<file path="config.mk">
export PLATFORM = sky130hd
export DESIGN_NAME = ring_fifo
export DESIGN_NICKNAME = d
export VERILOG_FILES = /design/src/rtl/ring_fifo_pkg.sv /design/src/rtl/ring_fifo_mem.sv /design/src/rtl/ring_fifo.sv
export SDC_FILE = /design/constraint.sdc
export NUM_CORES = 1
export LEC_CHECK = 0
export CAP_MARGIN = 20
export CORE_MARGIN = 4
export CORE_UTILIZATION = 30
export CTS_BUF_LIST = sky130_fd_sc_hd__clkbuf_4 sky130_fd_sc_hd__clkbuf_8 sky130_fd_sc_hd__clkbuf_16
export DETAILED_ROUTE_END_ITERATION = 8
export GPL_ROUTABILITY_DRIVEN = 0
export GPL_TIMING_DRIVEN = 0
export PLACE_DENSITY_LB_ADDON = 0.2
export SETUP_SLACK_MARGIN = 0.1
export SLEW_MARGIN = 40
export SYNTH_ARGS = -nofsm -noshare
export SYNTH_HDL_FRONTEND = slang
export SYNTH_SLANG_ARGS = --single-unit
</file>
<file path="constraint.sdc">
create_clock -name clk -period 4.2 [get_ports clk]
set_input_delay 0.42 -clock clk [delete_from_list [all_inputs] [get_ports clk]]
set_output_delay 0.42 -clock clk [all_outputs]
set_load 0.02 [all_outputs]
</file>
<file path="src/rtl/ring_fifo_pkg.sv">
// ring_fifo_pkg: shared flag type, reset constants and pointer arithmetic for ring_fifo
package ring_fifo_pkg;

    typedef struct packed {
        logic full;
        logic empty;
        logic almost_full;
        logic almost_empty;
    } flags_t;

    localparam flags_t FLAGS_RST = '{full: 1'b0, empty: 1'b1, almost_full: 1'b0, almost_empty: 1'b1};
    localparam logic   ERR_RST   = 1'b0;

    // Occupancy from wrap-bit pointers; callers truncate to ADDR_WIDTH+1 bits for the modulo
    function automatic logic [31:0] ptr_count(input logic [31:0] wr, input logic [31:0] rd);
        return wr - rd;
    endfunction

endpackage

</file>
<file path="src/rtl/ring_fifo_mem.sv">
// ring_fifo_mem: simple dual-port RAM, synchronous write, registered read returning old data on collision
module ring_fifo_mem
    import ring_fifo_pkg::*;
#(
    parameter int DEPTH = 16,
    parameter int WIDTH = 32,
    parameter int AW    = $clog2(DEPTH)
) (
    input  logic             clk,
    input  logic             wr_en,
    input  logic [AW-1:0]    wr_addr,
    input  logic [WIDTH-1:0] wr_data,
    input  logic             rd_en,
    input  logic [AW-1:0]    rd_addr,
    output logic [WIDTH-1:0] rd_data
);

    logic [WIDTH-1:0] mem [DEPTH];

    // Write and registered read share one edge so a colliding read sees the old word
    always_ff @(posedge clk) begin
        if (wr_en)
            mem[wr_addr] <= wr_data;
        if (rd_en)
            rd_data <= mem[rd_addr];
    end

endmodule

</file>
<file path="src/rtl/ring_fifo.sv">
// ring_fifo: power-of-two circular-buffer FIFO with occupancy, threshold flags and sticky errors; define RING_FIFO_FWFT_EN for first-word-fall-through output
module ring_fifo
    import ring_fifo_pkg::*;
#(
    parameter int FIFO_DEPTH         = 16,
    parameter int DATA_WIDTH         = 32,
    parameter int ALMOST_FULL_LEVEL  = FIFO_DEPTH - 2,
    parameter int ALMOST_EMPTY_LEVEL = 2
) (
    input  logic                          clk,
    input  logic                          clear_n,
    input  logic                          flush,
    input  logic                          push,
    input  logic [DATA_WIDTH-1:0]         in_data,
    input  logic                          pop,
    output logic [DATA_WIDTH-1:0]         out_data,
    output logic                          out_valid,
    output logic                          full,
    output logic                          empty,
    output logic                          almost_full,
    output logic                          almost_empty,
    output logic [$clog2(FIFO_DEPTH):0]   count,
    output logic                          overflow,
    output logic                          underflow
);

    localparam int ADDR_WIDTH = $clog2(FIFO_DEPTH);
    localparam logic [ADDR_WIDTH:0] DEPTH_C = (ADDR_WIDTH + 1)'(FIFO_DEPTH);
    localparam logic [ADDR_WIDTH:0] AF_C    = (ADDR_WIDTH + 1)'(ALMOST_FULL_LEVEL);
    localparam logic [ADDR_WIDTH:0] AE_C    = (ADDR_WIDTH + 1)'(ALMOST_EMPTY_LEVEL);
    localparam logic [ADDR_WIDTH:0] ONE     = (ADDR_WIDTH + 1)'(1);

    logic [ADDR_WIDTH:0]   wr_ptr, rd_ptr, wr_nxt, rd_nxt, cnt_nxt;
    logic [ADDR_WIDTH-1:0] rd_addr;
    logic [DATA_WIDTH-1:0] rd_data;
    logic                  push_ok, pop_ok, rd_en, udf_evt, loaded;
    flags_t                flags, flags_nxt;

    assign push_ok   = push & ~flags.full;
    assign wr_nxt    = flush ? '0 : wr_ptr + (push_ok ? ONE : '0);
    assign rd_nxt    = flush ? '0 : rd_ptr + (pop_ok ? ONE : '0);
    assign cnt_nxt   = (ADDR_WIDTH + 1)'(ptr_count(32'(wr_nxt), 32'(rd_nxt)));
    assign flags_nxt = '{full: cnt_nxt == DEPTH_C, empty: cnt_nxt == '0,
                         almost_full: cnt_nxt >= AF_C, almost_empty: cnt_nxt <= AE_C};

    assign full         = flags.full;
    assign empty        = flags.empty;
    assign almost_full  = flags.almost_full;
    assign almost_empty = flags.almost_empty;
    assign out_data     = loaded ? rd_data : '0;

`ifdef RING_FIFO_FWFT_EN
    logic [ADDR_WIDTH:0] fe_ptr;
    logic                fetch;

    assign pop_ok  = pop & out_valid;
    assign udf_evt = pop & ~out_valid;
    assign fetch   = (fe_ptr != wr_ptr) & (~out_valid | pop);
    assign rd_en   = fetch & ~flush;
    assign rd_addr = fe_ptr[ADDR_WIDTH-1:0];

    // Head stage: RAM read register holds the oldest word, refilled when empty or consumed
    always_ff @(posedge clk or negedge clear_n)
        if (!clear_n) begin
            fe_ptr    <= '0;
            out_valid <= 1'b0;
        end else if (flush) begin
            fe_ptr    <= '0;
            out_valid <= 1'b0;
        end else begin
            fe_ptr    <= fe_ptr + (fetch ? ONE : '0);
            out_valid <= fetch | (out_valid & ~pop_ok);
        end
`else
    assign pop_ok  = pop & ~flags.empty;
    assign udf_evt = pop & flags.empty;
    assign rd_en   = pop_ok & ~flush;
    assign rd_addr = rd_ptr[ADDR_WIDTH-1:0];

    // One-cycle read latency: valid pulses for each accepted pop
    always_ff @(posedge clk or negedge clear_n)
        if (!clear_n)
            out_valid <= 1'b0;
        else
            out_valid <= pop_ok & ~flush;
`endif

    // Pointers, flags and sticky errors, all registered from next-state pointers
    always_ff @(posedge clk or negedge clear_n)
        if (!clear_n) begin
            wr_ptr    <= '0;
            rd_ptr    <= '0;
            count     <= '0;
            flags     <= FLAGS_RST;
            overflow  <= ERR_RST;
            underflow <= ERR_RST;
        end else begin
            wr_ptr    <= wr_nxt;
            rd_ptr    <= rd_nxt;
            count     <= cnt_nxt;
            flags     <= flags_nxt;
            overflow  <= ~flush & (overflow | (push & flags.full));
            underflow <= ~flush & (underflow | udf_evt);
        end

    // out_data reads as zero until the RAM read register has been loaded after reset
    always_ff @(posedge clk or negedge clear_n)
        if (!clear_n)
            loaded <= 1'b0;
        else if (rd_en)
            loaded <= 1'b1;

    ring_fifo_mem #(.DEPTH(FIFO_DEPTH), .WIDTH(DATA_WIDTH), .AW(ADDR_WIDTH)) u_mem (
        .clk     (clk),
        .wr_en   (push_ok & ~flush),
        .wr_addr (wr_ptr[ADDR_WIDTH-1:0]),
        .wr_data (in_data),
        .rd_en   (rd_en),
        .rd_addr (rd_addr),
        .rd_data (rd_data)
    );

endmodule

</file>
==> impl_metrics.env, run 1 <==
export IMPL_die_area_mm2=0.0762
export IMPL_internal_power_mw=10.4
export IMPL_post_place_ws_ns=0.632
export IMPL_utilization=0.373
export IMPL_worstPathArrival_ns=3.75
export IMPL_synth_top_family_by_area="multiplexers"
export IMPL_clock_skew_ns=0.0182
export IMPL_globalRouteOverflowTotal=0
export IMPL_ys_warn_count=0
export IMPL_timing_max_cap_violations=0
export IMPL_drt_wl_total_um=51900
export IMPL_die_width_um=276
export IMPL_crit_chain="buf_2 -> buf_2 -> and2_1 -> nand2_1 -> xnor2_1 -> or2_1 -> ha_1 -> a21oi_1 -> xor3_1 -> a2111oi_2"
export IMPL_pwr_share_seq=0.474
export IMPL_grt_pass1_wl_um=76100
export IMPL_rr_worst_depth=10
export IMPL_critPathMaxFanout=10
export IMPL_grt_max_degree=24
export IMPL_r2r_start="rd_ptr[1]$_DFF_PN0_"
export IMPL_post_cts_setup_buffers=0
export IMPL_cp_end_kind="register"
export IMPL_antenna_found_initial=3
export IMPL_avgSynthCellArea_um2=24.1
export IMPL_fmax_mhz=308
export IMPL_p_switching_mw=3.17
export IMPL_sw_frac_of_total=0.233
export IMPL_drcViolationCount=0
export IMPL_synthAdderAreaFrac=0.00557
export IMPL_clk_latency_ns=0.63
export IMPL_coreArea_mm2=0.0714
export IMPL_yosys_mux_area_fraction=0.167
export IMPL_vias=9811
export IMPL_ir_drop_uv=294
export IMPL_area_growth_syn_to_layout_pct=23.3
export IMPL_hold_path_class="primary input to async pin"
export IMPL_maxSlewHeadroom=0.456
export IMPL_hold_viol=0
export IMPL_synth_nets=940
export IMPL_drv_slew=0
export IMPL_layout_nets=1145
export IMPL_numCtsBuffers=59
export IMPL_outcome="finished, final reports clean"
export IMPL_yosysUniqueCellTypes=40
export IMPL_period_share=0.772
export IMPL_drive_gt1_frac=0.325
export IMPL_final_cell_mix="544 x edfxtp_1, 157 x mux4_2, 79 x clkdlybuf4s50_1"
export IMPL_cts_tree="done"
export IMPL_rows=98
export IMPL_die_h_um=276
export IMPL_r2r_end="almost_empty$_DFF_PN1_"
export IMPL_critPathKind="register to register"
export IMPL_setup_ws_ns=0.958
export IMPL_r2r_slack_ns=0.96
export IMPL_cp_start_kind="register"
export IMPL_synth_compound_area_frac=0.00418
export IMPL_clk_pin_slew_ns=0.06
export IMPL_start_util=0.302
export IMPL_wire_per_inst_um=24.7
export IMPL_required_ns=4.71
export IMPL_combinationalPowerShare=0.138
export IMPL_synthSimpleGateAreaFrac=0.0223
export IMPL_clkSinkCount=567
export IMPL_dp_hpwl_um=34900
export IMPL_p_leak_nw=8.43
export IMPL_dr_pass1_iters=5
export IMPL_drt_iter0_drc=829
export IMPL_worst_slew_pin_slew_ns=0.817
export IMPL_cts_root_buf="clkbuf_16"
export IMPL_route_antenna_remaining_nets=0
export IMPL_seq_area_frac_synth=0.784
export IMPL_rsz0062_at_grt="false"
export IMPL_power_frac_clock=0.388
export IMPL_htreeDepth=2
export IMPL_cpMostUsedCell="buf_2"
export IMPL_netlist_instances=894
export IMPL_setup_viol=0
export IMPL_grt_pass1_vias=10600
export IMPL_synth_area_mm2=0.0216
export IMPL_power_density_mw_per_mm2=512
export IMPL_numPortBuffers=80
export IMPL_final_common_cell="edfxtp_1"
export IMPL_slowest_stage="dfrtp_1"
export IMPL_clock_tree_buffer_depth=3
export IMPL_min_period_ns=3.24
export IMPL_io_pins=81
export IMPL_ys_ff_latch=567
export IMPL_viasPerCell=4.67
export IMPL_grt_total_usage=0.136
export IMPL_synth_xor_area_share=0.00354
export IMPL_critPathMaxStageDelay_ns=0.46
per-stage QoR:
step                cell area, um2  hold slack (ns)  power, mW  instances  setup TNS, ns
floorplan                    21600            0.124       7.76        894              0
global placement             23600            0.493       8.45       1924        -996.46
detailed placement           24600            0.443       8.51       1987              0
CTS                          26600            0.295       13.8       2097              0
global route                 26600            0.349       14.2       2097              0
finish                       26600            0.322       13.6       2099              0
cell type report:
cell class	instances	area, um2
Buffer	42	270
Clock buffer	69	1570
Timing Repair Buffer	144	1720
Clock inverter	40	403
Inverter	7	26.3
Multi-Input combinational cell	278	4490
Antenna cell	2	5.00
Fill cell	6463	44800
Tap cell	950	1190
Sequential cell	567	16900
critical path: cells and delay by family (launching register included):
kind | cells | cell delay, ns
flip-flops | 1 | 0.46
XOR/XNOR | 2 | 0.51
adder cells (fa/ha/maj) | 1 | 0.31
buffers and inverters | 2 | 0.82
AO/OA/AOI/OAI | 2 | 0.47
AND/OR/NAND/NOR | 3 | 0.56
sequential cells by signal (all words and copies together) (netlist names):
signal	cells
count	5
almost_empty	1
underflow	1
out_valid	1
almost_full	1
rd_ptr	5
overflow	1
wr_ptr	5
empty	1
u_mem.mem	512
loaded	1
full	1
u_mem.rd_data	32
power by group through the flow:
stage / clock network (mW) / logic [mW] / registers (mW)
floorplan: 0 / 1.15 / 6.61
global placement: 0 / 1.87 / 6.58
detailed placement: 0 / 1.94 / 6.57
CTS: 5.44 / 1.95 / 6.45
global route: 5.69 / 2.04 / 6.46
finish: 5.27 / 1.88 / 6.45
timing repair:
| action | CTS | global route |
|---|---|---|
| gates resized for setup | 0 | 0 |
| endpoints found under the hold margin | 21 | 0 |
| hold buffers | 1 | 0 |
worst max-delay path by stage:
stage | startpoint | to | depth (start not counted)
floorplan | full$_DFF_PN0_ | u_mem.mem[0][0]$_DFFE_PP_ | 3
global placement | flush | u_mem.mem[12][17]$_DFFE_PP_ | 5
detailed placement | flush | almost_empty$_DFF_PN1_ | 10
CTS | loaded$_DFFE_PN0P_ | out_data[29] | 3
global route | rd_ptr[1]$_DFF_PN0_ | empty$_DFF_PN1_ | 10
finish | rd_ptr[1]$_DFF_PN0_ | almost_empty$_DFF_PN1_ | 10
cells by family (layout without fill, tap and decap cells):
kind of cell / Yosys count / count (layout)
fa+ha+maj: 9 / 9
simple gates: 87 / 87
compound gates: 12 / 12
mux: 163 / 163
other cells: 0 / 2
buf+inv: 49 / 302
xor+xnor: 7 / 7
flops: 567 / 567
Yosys cell counts (all sizes together):
| cell | instances | area, um2 |
|---|---|---|
| xor2 | 3 | 26.3 |
| clkinv | 1 | 3.75 |
| xnor2 | 3 | 26.3 |
| or3b | 1 | 8.76 |
| a2111oi | 1 | 15.0 |
| o21ai | 1 | 5.00 |
| a31oi | 1 | 6.26 |
| nand2 | 5 | 18.8 |
| a221oi | 2 | 17.5 |
| xor3 | 1 | 23.8 |
| dfrtp | 21 | 526 |
| inv | 6 | 22.5 |
| a22oi | 1 | 7.51 |
| nor2 | 21 | 78.8 |
| a21oi | 3 | 15.0 |
| a31o | 1 | 8.76 |
| clkbuf | 19 | 71.3 |
| edfxtp | 544 | 16300 |
| mux4 | 157 | 3540 |
| nor2b | 8 | 50.1 |
| buf | 23 | 180 |
| nor3 | 4 | 20.0 |
| or3 | 1 | 6.26 |
| a21o | 2 | 15.0 |
| nand3 | 4 | 20.0 |
| mux2 | 2 | 26.3 |
| nor4 | 1 | 12.5 |
| fa | 1 | 20.0 |
| or2 | 2 | 12.5 |
| mux2i | 4 | 40.0 |
| dfstp | 2 | 52.6 |
| and2 | 33 | 206 |
| nor4b | 1 | 8.76 |
| ha | 8 | 100 |
| nand2b | 6 | 37.5 |
routing by layer:
layer  up-vias  track usage  routed length [um]
met2       211        0.228               25900
met1      5323        0.184               22700
li1       4207            -                   -
met4         2       0.0286                 894
met3        68       0.0294                2380
met5         -            0                   9
Power figures use the tool's default switching activity.
==> inputs of run 2 (changes only) <==
==> constraint.sdc (replaced) <==
create_clock -name clk -period 2.7 [get_ports clk]
set_input_delay 0.27 -clock clk [delete_from_list [all_inputs] [get_ports clk]]
set_output_delay 0.27 -clock clk [all_outputs]
set_load 0.02 [all_outputs]
==> run 2 against run 1 <==
Final area is 0.45% higher. Maximum frequency rose by 24%. Non-clock buffer count is 1 higher. Sequential cell count is the same. Global-route usage up 0.29 points. Setup slack worse by 0.87 ns. Clock-buffer cell count increased by 3.
==> impl_metrics.env, run 2 (synthesis results as in run 1) <==
export IMPL_hold_viol=0
export IMPL_die_h_um=276
export IMPL_coreArea_mm2=0.0714
export IMPL_clock_skew_ns=0.0233
export IMPL_grt_pass1_wl_um=77400
export IMPL_worstPathArrival_ns=3.12
export IMPL_rsz0062_at_grt="true"
export IMPL_fin_cells=2099
export IMPL_globalRouteOverflowTotal=0
export IMPL_utilization=0.374
export IMPL_vias=9969
export IMPL_setup_tns_ns=0
export IMPL_final_area_mm2=0.0267
export IMPL_post_place_ws_ns=-0.746
export IMPL_clk_pin_slew_ns=0.06
export IMPL_maxSlewHeadroom=0.576
export IMPL_ir_drop_uv=572
export IMPL_setup_ws_ns=0.0831
export IMPL_dp_hpwl_um=34900
export IMPL_drive_gt1_frac=0.342
export IMPL_rows=98
export IMPL_power_mw=20.8
export IMPL_cp_start_kind="register"
export IMPL_wire_per_inst_um=25.4
export IMPL_drcViolationCount=0
export IMPL_numCtsBuffers=59
export IMPL_outcome="finished, final reports clean"
export IMPL_grt_total_usage=0.139
export IMPL_layout_nets=1146
export IMPL_p_leak_nw=8.43
export IMPL_worst_slew_pin_slew_ns=0.635
export IMPL_cts_tree="done"
export IMPL_slowest_stage="dfstp_2"
export IMPL_dr_pass1_iters=5
export IMPL_regMostFlops="u_mem.mem"
export IMPL_largest_reg_flops=512
export IMPL_largest_registers="u_mem.mem x512, u_mem.rd_data x32"
export IMPL_cts_root_buf="clkbuf_16"
export IMPL_power_density_mw_per_mm2=779
export IMPL_required_ns=3.20
export IMPL_clkSinkCount=567
export IMPL_viasPerCell=4.75
export IMPL_drt_iter0_drc=805
export IMPL_fmax_mhz=382
export IMPL_setup_viol=0
export IMPL_antenna_found_initial=4
export IMPL_io_pins=81
export IMPL_grt_max_degree=24
export IMPL_die_width_um=276
export IMPL_critPathMaxFanout=5
export IMPL_drt_wl_total_um=53200
export IMPL_area_growth_syn_to_layout_pct=23.9
export IMPL_final_cell_mix="544 x edfxtp_1, 157 x mux4_2, 77 x clkdlybuf4s50_1"
export IMPL_period_share=0.969
export IMPL_post_dp_cell_area_mm2=0.0246
export IMPL_htreeDepth=2
export IMPL_placed_cells=1974
export IMPL_critPathMaxStageDelay_ns=0.56
export IMPL_holdWs_ns=0.186
export IMPL_critPathKind="register to register"
export IMPL_min_period_ns=2.62
export IMPL_route_antenna_remaining_nets=0
export IMPL_grt_pass1_vias=10600
export IMPL_final_common_cell="edfxtp_1"
export IMPL_drv_slew=0
export IMPL_cp_end_kind="register"
export IMPL_r2r_slack_ns=0.08
export IMPL_start_util=0.302
export IMPL_numPortBuffers=80
export IMPL_clock_tree_buffer_depth=3
export IMPL_timing_max_cap_violations=0
export IMPL_clk_latency_ns=0.61
export IMPL_die_area_mm2=0.0762
export IMPL_crit_chain="nor2b_4 -> ha_4 -> nor2b_4 -> ha_4 -> inv_2 -> fa_2 -> a21o_1 -> a21oi_2 -> xor3_2 -> a2111oi_4"
export IMPL_hold_path_class="primary input to async pin"
[run 2: cell types whose count changed in the layout (fill, tap and decap cells not counted), sizes merged]
cell,before,now
clkbuf,89,91
dlymetal6s2s,0,1
dlygate4sd2,0,1
clkdlybuf4s50,79,77
clkinv,31,33
buf,86,88
bufinv,7,2
diode,2,1
[run 2: report_power, final]
group	switching, mW	leakage, nW	total (mW)	internal, mW
registers	0.0779	5.20	10.0	9.95
clock network	3.29	0.907	7.65	4.36
logic	1.56	2.32	3.13	1.57
total	4.92	8.43	20.8	15.9
[run 2: final cells by class]
class | instances | area, um2
clock inverters | 37 | 236
multi-input cells | 278 | 4610
plain buffers | 42 | 333
inverters | 7 | 27.5
flip-flops and latches | 567 | 16900
clock buffers | 72 | 1590
well taps | 950 | 1190
fillers | 6479 | 44700
repair buffers | 145 | 1800
diodes | 1 | 2.50
[run 2: path summary, 6_finish.rpt]
| path | from | to | cells past startpoint |
|---|---|---|---|
| max in group asynchronous | clear_n | wr_ptr[0]$_DFF_PN0_ | 2 |
| setup / recovery | empty$_DFF_PN1_ | almost_empty$_DFF_PN1_ | 10 |
| hold / removal | clear_n | underflow$_DFF_PN0_ | 2 |
| setup reg to reg | empty$_DFF_PN1_ | almost_empty$_DFF_PN1_ | 10 |
| hold reg to reg | overflow$_DFF_PN0_ | overflow$_DFF_PN0_ | 2 |
| min in group clk | push | overflow$_DFF_PN0_ | 3 |
[run 2: timing repair]
| item | 4_1_cts | 5_1_grt |
|---|---|---|
| hold buffers | 1 | 0 |
| pin swaps | 9 | 3 |
| gates cloned | 0 | 0 |
| hold endpoints to repair | 23 | 0 |
| setup buffers | 8 | 6 |
| gates resized for setup | 37 | 7 |
| setup endpoints to repair | 80 | 39 |
[run 2: metal layers]
| metal | up-vias | share of wire | track usage |
|---|---|---|---|
| li1 | 4211 | - | - |
| met5 | - | 0.00028 | 0 |
| met3 | 73 | 0.047 | 0.0239 |
| met4 | 4 | 0.020 | 0.0337 |
| met2 | 224 | 0.48 | 0.223 |
| met1 | 5457 | 0.45 | 0.199 |
[run 2: critical path: cells and delay by family (launching register included)]
family / cells / cell delay (ns)
AOI/OAI and AO/OA: 3 / 0.61
adders and majority gates: 3 / 0.75
xor gates and xnor gates: 1 / 0.34
buffers and inverters: 1 / 0.04
and+or+nand+nor: 2 / 0.23
DFF: 1 / 0.56
==> inputs of run 3 (changes only) <==
--- a/config.mk
+++ b/config.mk
@@ -5,10 +5,12 @@
 export SDC_FILE = /design/constraint.sdc
 export NUM_CORES = 1
 export LEC_CHECK = 0
+export ABC_CLOCK_PERIOD_IN_PS = 2700
 export CAP_MARGIN = 20
 export CORE_MARGIN = 4
 export CORE_UTILIZATION = 30
 export CTS_BUF_LIST = sky130_fd_sc_hd__clkbuf_4 sky130_fd_sc_hd__clkbuf_8 sky130_fd_sc_hd__clkbuf_16
+export CTS_CLUSTER_DIAMETER = 100
 export DETAILED_ROUTE_END_ITERATION = 8
 export GPL_ROUTABILITY_DRIVEN = 0
 export GPL_TIMING_DRIVEN = 0
==> results of run 3 <==
No change in the layout: final DEF, timing and power equal those of run 2.
